### config.mk
export PLATFORM = sky130hd
export DESIGN_NAME = decoder_pipe
export DESIGN_NICKNAME = d
export VERILOG_FILES = /design/src/rtl/decoder_pkg.sv /design/src/rtl/decoder_skid.sv /design/src/rtl/decoder_pipe.sv
export SDC_FILE = /design/constraint.sdc
export NUM_CORES = 1
export LEC_CHECK = 0
export CAP_MARGIN = 30
export CORE_ASPECT_RATIO = 1.5
export CORE_MARGIN = 4
export CORE_UTILIZATION = 50
export DETAILED_ROUTE_END_ITERATION = 7
export GPL_ROUTABILITY_DRIVEN = 0
export PLACE_DENSITY = 0.81
export SLEW_MARGIN = 20
export SYNTH_ARGS = -nofsm -noshare
export SYNTH_HDL_FRONTEND = slang
export SYNTH_SLANG_ARGS = --single-unit
### constraint.sdc
create_clock -name clk -period 1.72 [get_ports clk]
set_input_delay 0.172 -clock clk [delete_from_list [all_inputs] [get_ports clk]]
set_output_delay 0.172 -clock clk [all_outputs]
set_load 0.02 [all_outputs]
### src/rtl/decoder_pkg.sv
// Shared types, mode constants and the code-to-select decode function for decoder_pipe.
package decoder_pkg;

   // Widest select word the decode function can produce; N_OUT must not exceed it.
   localparam int unsigned DEC_MAX_OUT = 64;

   localparam logic DEC_MODE_ONEHOT = 1'b0;
   localparam logic DEC_MODE_THERMO = 1'b1;

   typedef enum logic [1:0] {
      ST_EMPTY = 2'd0,
      ST_ONE   = 2'd1,
      ST_FULL  = 2'd2
   } skid_state_t;

   // Returns {err, sel[DEC_MAX_OUT-1:0]}; only the low n_out select bits can ever be set.
   function automatic logic [DEC_MAX_OUT:0] dec_word(input int unsigned code,
                                                     input logic        en,
                                                     input logic        mode,
                                                     input int unsigned n_out);
      logic [DEC_MAX_OUT:0] w;
      w = '0;
      if (en) begin
         if (code >= n_out) begin
            w[DEC_MAX_OUT] = 1'b1;
         end else begin
            for (int unsigned i = 0; i < DEC_MAX_OUT; i++) begin
               if (i == code || (mode == DEC_MODE_THERMO && i < code)) begin
                  w[i] = 1'b1;
               end
            end
         end
      end
      return w;
   endfunction

endpackage

### src/rtl/decoder_skid.sv
// Generic W-bit two-entry skid buffer (output register + one skid slot), registered ready/valid.
module decoder_skid
   import decoder_pkg::*;
#(
   parameter int unsigned W = 9
) (
   input  logic         clk,
   input  logic         rst,
   input  logic         in_valid,
   output logic         in_ready,
   input  logic [W-1:0] in_data,
   output logic         out_valid,
   input  logic         out_ready,
   output logic [W-1:0] out_data
);

   skid_state_t  state;
   skid_state_t  state_nxt;
   logic [W-1:0] skid_data;
   logic         in_xfer_c;
   logic         out_xfer_c;
   logic         out_load_c;
   logic         out_from_skid_c;
   logic         skid_load_c;

   assign in_xfer_c  = in_valid & in_ready;
   assign out_xfer_c = out_valid & out_ready;

   // Next state and data-path steering
   always_comb begin
      state_nxt       = state;
      out_load_c      = 1'b0;
      out_from_skid_c = 1'b0;
      skid_load_c     = 1'b0;
      case (state)
         ST_EMPTY: begin
            if (in_xfer_c) begin
               out_load_c = 1'b1;
               state_nxt  = ST_ONE;
            end
         end
         ST_ONE: begin
            if (in_xfer_c && out_xfer_c) begin
               out_load_c = 1'b1;
            end else if (in_xfer_c) begin
               skid_load_c = 1'b1;
               state_nxt   = ST_FULL;
            end else if (out_xfer_c) begin
               state_nxt = ST_EMPTY;
            end
         end
         ST_FULL: begin
            if (out_xfer_c) begin
               out_load_c      = 1'b1;
               out_from_skid_c = 1'b1;
               state_nxt       = ST_ONE;
            end
         end
         default: state_nxt = ST_EMPTY;
      endcase
   end

   // Handshake flags are registered from the next state so ready never sees out_ready combinationally
   always_ff @(posedge clk or posedge rst) begin
      if (rst) begin
         state     <= ST_EMPTY;
         in_ready  <= 1'b1;
         out_valid <= 1'b0;
         out_data  <= '0;
         skid_data <= '0;
      end else begin
         state     <= state_nxt;
         in_ready  <= (state_nxt != ST_FULL);
         out_valid <= (state_nxt != ST_EMPTY);
         if (out_load_c) begin
            out_data <= out_from_skid_c ? skid_data : in_data;
         end
         if (skid_load_c) begin
            skid_data <= in_data;
         end
      end
   end

endmodule

### src/rtl/decoder_pipe.sv
// Pipelined binary-to-select decoder with valid/ready on both sides and out-of-range flagging.
// Thermometer mode and the in_mode port exist only when DECODER_THERMO_EN is defined.
module decoder_pipe
   import decoder_pkg::*;
#(
   parameter int unsigned IN_W  = 3,
   parameter int unsigned N_OUT = 8
) (
   input  logic             clk,
   input  logic             rst,
   input  logic             in_valid,
   output logic             in_ready,
   input  logic [IN_W-1:0]  in_code,
   input  logic             in_en,
`ifdef DECODER_THERMO_EN
   input  logic             in_mode,
`endif
   output logic             out_valid,
   input  logic             out_ready,
   output logic [N_OUT-1:0] out_sel,
   output logic             out_err
);

   localparam int unsigned SKID_W = N_OUT + 1;

   logic                 mode_c;
   logic [DEC_MAX_OUT:0] dec_full_c;
   logic [SKID_W-1:0]    skid_in_c;
   logic [SKID_W-1:0]    skid_out;

`ifdef DECODER_THERMO_EN
   assign mode_c = in_mode;
`else
   assign mode_c = DEC_MODE_ONEHOT;
`endif

   // Decode ahead of the buffer so stored words already carry sel and err
   assign dec_full_c = dec_word(32'(in_code), in_en, mode_c, N_OUT);
   assign skid_in_c  = {dec_full_c[DEC_MAX_OUT], dec_full_c[N_OUT-1:0]};

   // Select bits above N_OUT are always zero from dec_word
   if (N_OUT < DEC_MAX_OUT) begin : g_spare
      logic [DEC_MAX_OUT-N_OUT-1:0] dec_unused;
      assign dec_unused = dec_full_c[DEC_MAX_OUT-1:N_OUT];
   end

   decoder_skid #(
      .W (SKID_W)
   ) u_skid (
      .clk       (clk),
      .rst       (rst),
      .in_valid  (in_valid),
      .in_ready  (in_ready),
      .in_data   (skid_in_c),
      .out_valid (out_valid),
      .out_ready (out_ready),
      .out_data  (skid_out)
   );

   assign out_sel = skid_out[N_OUT-1:0];
   assign out_err = skid_out[N_OUT];

endmodule

==> Word-level counts from Yosys, hierarchy flattened <==
Index checks and enable logic that the tools add are counted.
{ "totals": {"output_inout_bits": 11, "in_bits": 8, "elab_cells": 44, "register_bits": 21} }
{ "op_classes": {"n_mux": 23, "n_reduce_logical": 4, "n_eq_ne": 10, "bitwise": 2} }
{ "op_table": {"columns": ["op", "count"], "rows": [
  ["8-bit 2-to-1 mux", 2],
  ["1-bit 2-to-1 mux", 14],
  ["3-bit equality test, first input constant", 4],
  ["2-bit 2-to-1 mux", 5],
  ["2-bit by 3-bit equality test with 1-bit output, first input constant", 2],
  ["2-bit case mux with 3 select lines", 1],
  ["1-bit by 3-bit equality test with 1-bit output, first input constant", 1],
  ["3-bit zero test", 1],
  ["1-bit case mux with 3 select lines", 1],
  ["1-bit AND", 2],
  ["2-bit by 1-bit equality test with 1-bit output, second input constant", 1],
  ["2-bit equality test, second input constant", 1],
  ["2-bit zero test", 1],
  ["2-bit inequality test, second input constant", 1],
  ["2-bit nonzero test", 1],
  ["1-bit logical AND", 1]
]} }

==> Longest topological paths before layout <==
{ "logic_depth": {"depth_word": 6, "mapped_depth": 4, "mapped_depth_nobuf": 3} }

==> Cells and area by module <==
Synthesis repeated with hierarchy kept, for this count alone.
{ "unflattened": {"hier_cells": 78, "hier_area_um2": 1182.4} }
{ "modules_own_cells": {"columns": ["module", "seq_area_each_um2", "area_each_um2", "cells_per_inst", "instances"], "rows": [
  ["decoder_skid", 551.8, 1083.5, 69, 1],
  ["decoder_pipe", 0.0, 98.8, 9, 1]
]} }

==> Least setup slack after synthesis <==
Ideal clock, no wire load.
{ "synth_path": {"kind": "register to register", "start": "register u_skid.in_ready", "end": "register u_skid.out_data[0]", "t_arrival_ns": 1.547, "synth_period_minus_slack_ns": 1.672, "setup_slack_ns": 0.048, "path_stages_with_launch": 4, "setup_time_ns": 0.125, "path_buffers": 0, "required_ns": 1.595, "cell_sequence": "dfstp_2 nand2_1 o31ai_4 mux2_4"} }
{ "synth_between": {"elab_chain_cells": 4, "word_cells_on_any_way": 5, "classes_between": "mux (3); bitwise (1); reduce/logical (1)"} }
{ "synth_rtl": {"columns": ["element", "line_no", "rtl"], "rows": [
  ["start, declared", "decoder_skid.sv:10", "output logic in_ready,"],
  ["start signal, assigned", "decoder_skid.sv:73", "in_ready <= (state_nxt != ST_FULL);"],
  ["1-bit AND *", "decoder_skid.sv:26", "assign in_xfer_c = in_valid & in_ready;"],
  ["1-bit logical AND", "decoder_skid.sv:43", "if (in_xfer_c && out_xfer_c) begin"],
  ["1-bit 2-to-1 mux", "decoder_skid.sv:43", null],
  ["1-bit case mux with 3 select lines *", "decoder_skid.sv:35", "case (state)"],
  ["end signal, assigned", "decoder_skid.sv:76", "out_data <= out_from_skid_c ? skid_data : in_data;"],
  ["end, declared", "decoder_skid.sv:14", "output logic [W-1:0] out_data"]
]} }
Every way passes the cells marked *; elsewhere a longest branch is shown, timed or not.
A chain may end at the register's enable or synchronous reset.

==> Worst setup path in the final report <==
{ "layout_path": {"start": "register u_skid.in_ready", "end": "output port in_ready"} }
{ "layout_lines": {"columns": ["element", "line_no", "rtl"], "rows": [
  ["end, declared", "decoder_pipe.sv:12", "output logic in_ready,"]
]} }
No word-level cell between the ends.

==> flow_metrics.py <==
metrics = {
    "outcome": {
        "status": "finished, final reports clean",
    },
    "logic_synthesis": {
        "postSynthCellCount": 70,
        "synthSimpleGateAreaFrac_pct": 11.04,
        "synth.area.mux_share_pct": 31.69,
        "synth.net_count": 78,
        "netlist_area_sq_um": 1042,
        "synth.distinct_cells": 23,
        "synth-edff-count": 0,
        "synth-seq-cells": 20,
        "synth_compound_area_share_pct": 5.042,
        "async_flop_share_pct": 100.0,
        "parity_gate_share_of_the_synthesized_area_counting_xor_and_xnor_cells_pct": 0.8403,
        "synth_top_family_by_area": "multiplexers",
        "yosysSeqAreaShare_pct": 48.14,
        "synth.yosys.warnings": 0,
        "post_synth_fa_ha_maj_area_fraction_pct": 0,
        "syn-mean-instance-area_sq_um": 14.89,
        "synthFlopType": "sky130_fd_sc_hd__dfrtp_1",
    },
    "setup_path": {
        "crit_required_ns": 1.55,
        "worstPathArrival_ns": 1.47,
        "critPathMaxStageDelay_ns": 0.60,
        "critPathLaunch": "u_skid.in_ready",
        "crit_path_cells": "clkdlybuf4s50_1",
        "worstReg2RegStart": "u_skid.out_valid",
        "critical_path_class": "reg -> out",
        "path_delay_family": "buffers and inverters",
        "setup.reg_to_reg.worst_slack_ns": 0.12,
        "worst_path_max_delay_cell": "sky130_fd_sc_hd__clkdlybuf4s50_1",
        "reg2reg_to": "u_skid.skid_data[1]",
        "worst-r2r-cell-count": 4,
        "crit_path_start_kind": "register",
        "worst_setup_path_end_kind": "output port",
        "critPathMaxFanout": 3,
        "timing.critical_path.buf_inv": 1,
    },
    "global_route": {
        "via_count_of_the_first_global_routing_pass": 694,
        "grt_max_degree": 21,
        "grt_first_pass_wirelength_microns": 3187,
        "overflow": 0,
        "grt_util_overall_pct": 14.78,
        "grt_antenna_before_repair": 0,
    },
    "power_and_ir_drop": {
        "worst_case_vdd_ir_drop_mv": 0.8764,
        "switching_share_pct": 32.12,
        "p_int_w": 0.001248,
        "power_frac_comb_pct": 44.6,
        "portion_of_total_power_attributed_to_the_clock_network_pct": 15.4,
        "power_density_nw_per_um2": 1385,
        "fraction_of_power_consumed_by_sequential_logic_pct": 40.0,
        "leakage_nw": 0.6406,
        "report.power.total_w": 0.001838,
        "power.net_switching_w": 0.0005904,
    },
    "routing": {
        "post-route-drc-count": 0,
        "routed-via-count": 641,
        "initialDrtViolationCount": 9,
        "postRouteAntennaNets": 0,
        "detail_route.first_pass.iterations": 3,
        "viasPerCell": 5.479,
        "wl_per_instance_microns": 14.78,
        "routed_wl_microns": 1729,
    },
    "run": {
        "drv_cap": 0,
    },
    "floorplan": {
        "vertical_extent_of_the_die_microns": 63.92,
        "floorplan.rows": 20,
        "die_w_microns": 45.28,
        "start_util_pct": 52.06,
        "die-area_sq_um": 2894,
        "core_region_area_sq_um": 2002,
        "io-pin-count": 19,
    },
    "sta": {
        "finalCriticalPeriod_ns": 1.640,
        "finalSetupViolCount": 0,
        "timing_hold_violations_final": 0,
        "grt_setup_unrepaired": "false",
        "worst_clock_skew_ns": 0.004633,
        "timing.final.max_slew_violations": 0,
        "hold-worst-slack_ns": 0.1713,
        "fmax_ghz": 0.6097,
        "finalCritPeriodShare_pct": 95.35,
    },
    "clocking": {
        "post_cts_resized": 0,
        "post-cts-setup-buffers": 0,
        "clockBufferDepth": 2,
        "cts_root_buffer": "sky130_fd_sc_hd__clkbuf_4",
        "htree_levels": 1,
        "hold_bufs_at_cts": 0,
        "cts_tree": "yes",
        "source_to_sink_clock_delay_at_the_later_pin_of_the_worst_skew_pair_ns": 0.31,
        "clock_sinks": 20,
        "numCtsBuffers": 3,
        "clock_pin_transition_on_the_worst_setup_and_hold_timing_paths_ns": 0.12,
    },
    "final_layout": {
        "finish.cell_count_without_fillers": 117,
        "most-common-layout-cells": "19 x sky130_fd_sc_hd__dfrtp_1, 17 x sky130_fd_sc_hd__clkdlybuf4s50_1, 16 x sky130_fd_sc_hd__mux2_4",
        "ff_latch_area_sq_um": 501.7,
        "num_antenna_cells": 0,
        "layout-drive-gt1-share_pct": 41.05,
        "final_core_util_pct": 66.31,
        "layout_commonest_cell": "sky130_fd_sc_hd__dfrtp_1",
        "nFillCells": 156,
        "nets": 104,
        "multi_input_comb_area_sq_um": 510.5,
        "area.growth.synth_to_final_pct": 27.37,
        "post-route-cell-area_sq_um": 1328,
    },
    "placement": {
        "dp_hpwl_microns": 1364,
        "port_buffers": 17,
        "dpl.cell_count": 113,
        "dpl_cell_area_sq_um": 1291,
    },
    "min_path": {
        "hold_path_class": "in -> async",
    },
}
==> kinds of logic (layout without fill, tap and decap cells) <==
family                    Yosys count  after routing
AOI/OAI and AO/OA                   6              6
xor gates and xnor gates            1              1
buffers and inverters               4             29
DFF                                20             20
muxes                              24             24
other                               1              1
and+or+nand+nor                    14             14
==> final cells by class <==
cell class / instances / area share [%]
inverter: 1 / 0.2828
sequential: 20 / 37.79
tap: 22 / 2.074
timing repair buffer: 24 / 18.66
multi-input combinational: 46 / 38.45
clock buffer: 4 / 2.733
==> sequential cells by signal, indices dropped and copies added, names as in the netlist <==
| signal | count |
|---|---|
| u_skid.out_data | 8 |
| u_skid.out_valid | 1 |
| u_skid.in_ready | 1 |
| u_skid.skid_data | 8 |
| u_skid.state | 2 |
==> layer usage <==
metal  GRT usage (%)  wire [microns]  vias up
met2           25.18             881       16
li1                -               -      309
met4           7.692              44        0
met1           17.30             729      311
met3           1.690              73        5
met5               0               0        -
==> worst max path at each step <==
stage | to | slack, ns | cells past startpoint
finish | in_ready | 0.08 | 1
detailed placement | u_skid.skid_data[4] | -0.05 | 5
floorplan | u_skid.out_data[0] | 0.05 | 3
global route | u_skid.skid_data[0] | 0.01 | 4
CTS | in_ready | 0.07 | 1
global placement | u_skid.skid_data[4] | -0.01 | 5
==> worst min-delay path: stages <==
cell	delay, ns
sky130_fd_sc_hd__clkdlybuf4s50_1	0.40
sky130_fd_sc_hd__inv_1	0.05
sky130_fd_sc_hd__buf_4	0.26
==> power groups by stage <==
stage	Sequential [W]	Combinational (W)	Clock, W
4_1_cts	0.000737	0.000833	0.000285
3_3_place_gp	0.000736	0.000806	0
3_5_place_dp	0.000748	0.000829	0
5_1_grt	0.000762	0.000874	0.000312
2_1_floorplan	0.000815	0.000405	0
6_report	0.000735	0.000820	0.000284
==> cell usage after synthesis (2+ instances only) <==
master / n / area, sq um
sky130_fd_sc_hd__dfrtp_1: 19 / 475.5
sky130_fd_sc_hd__o21ai_0: 2 / 10.01
sky130_fd_sc_hd__a21oi_1: 2 / 10.01
sky130_fd_sc_hd__mux2_2: 8 / 90.09
sky130_fd_sc_hd__mux2_4: 16 / 240.2
sky130_fd_sc_hd__and4b_1: 3 / 30.03
sky130_fd_sc_hd__nor4bb_1: 3 / 30.03
sky130_fd_sc_hd__buf_4: 2 / 15.01
==> metrics by stage <==
| stage | setup TNS, ns | worst slack, ns |
|---|---|---|
| 2_1_floorplan | 0 | 0.04827 |
| 3_3_place_gp | -0.07785 | -0.01273 |
| 3_5_place_dp | -0.4744 | -0.05430 |
| 4_1_cts | 0 | 0.06813 |
| 5_1_grt | 0 | 0.01304 |
| 6_report | 0 | 0.07993 |
No activity file was read; power rests on OpenSTA's default activity.
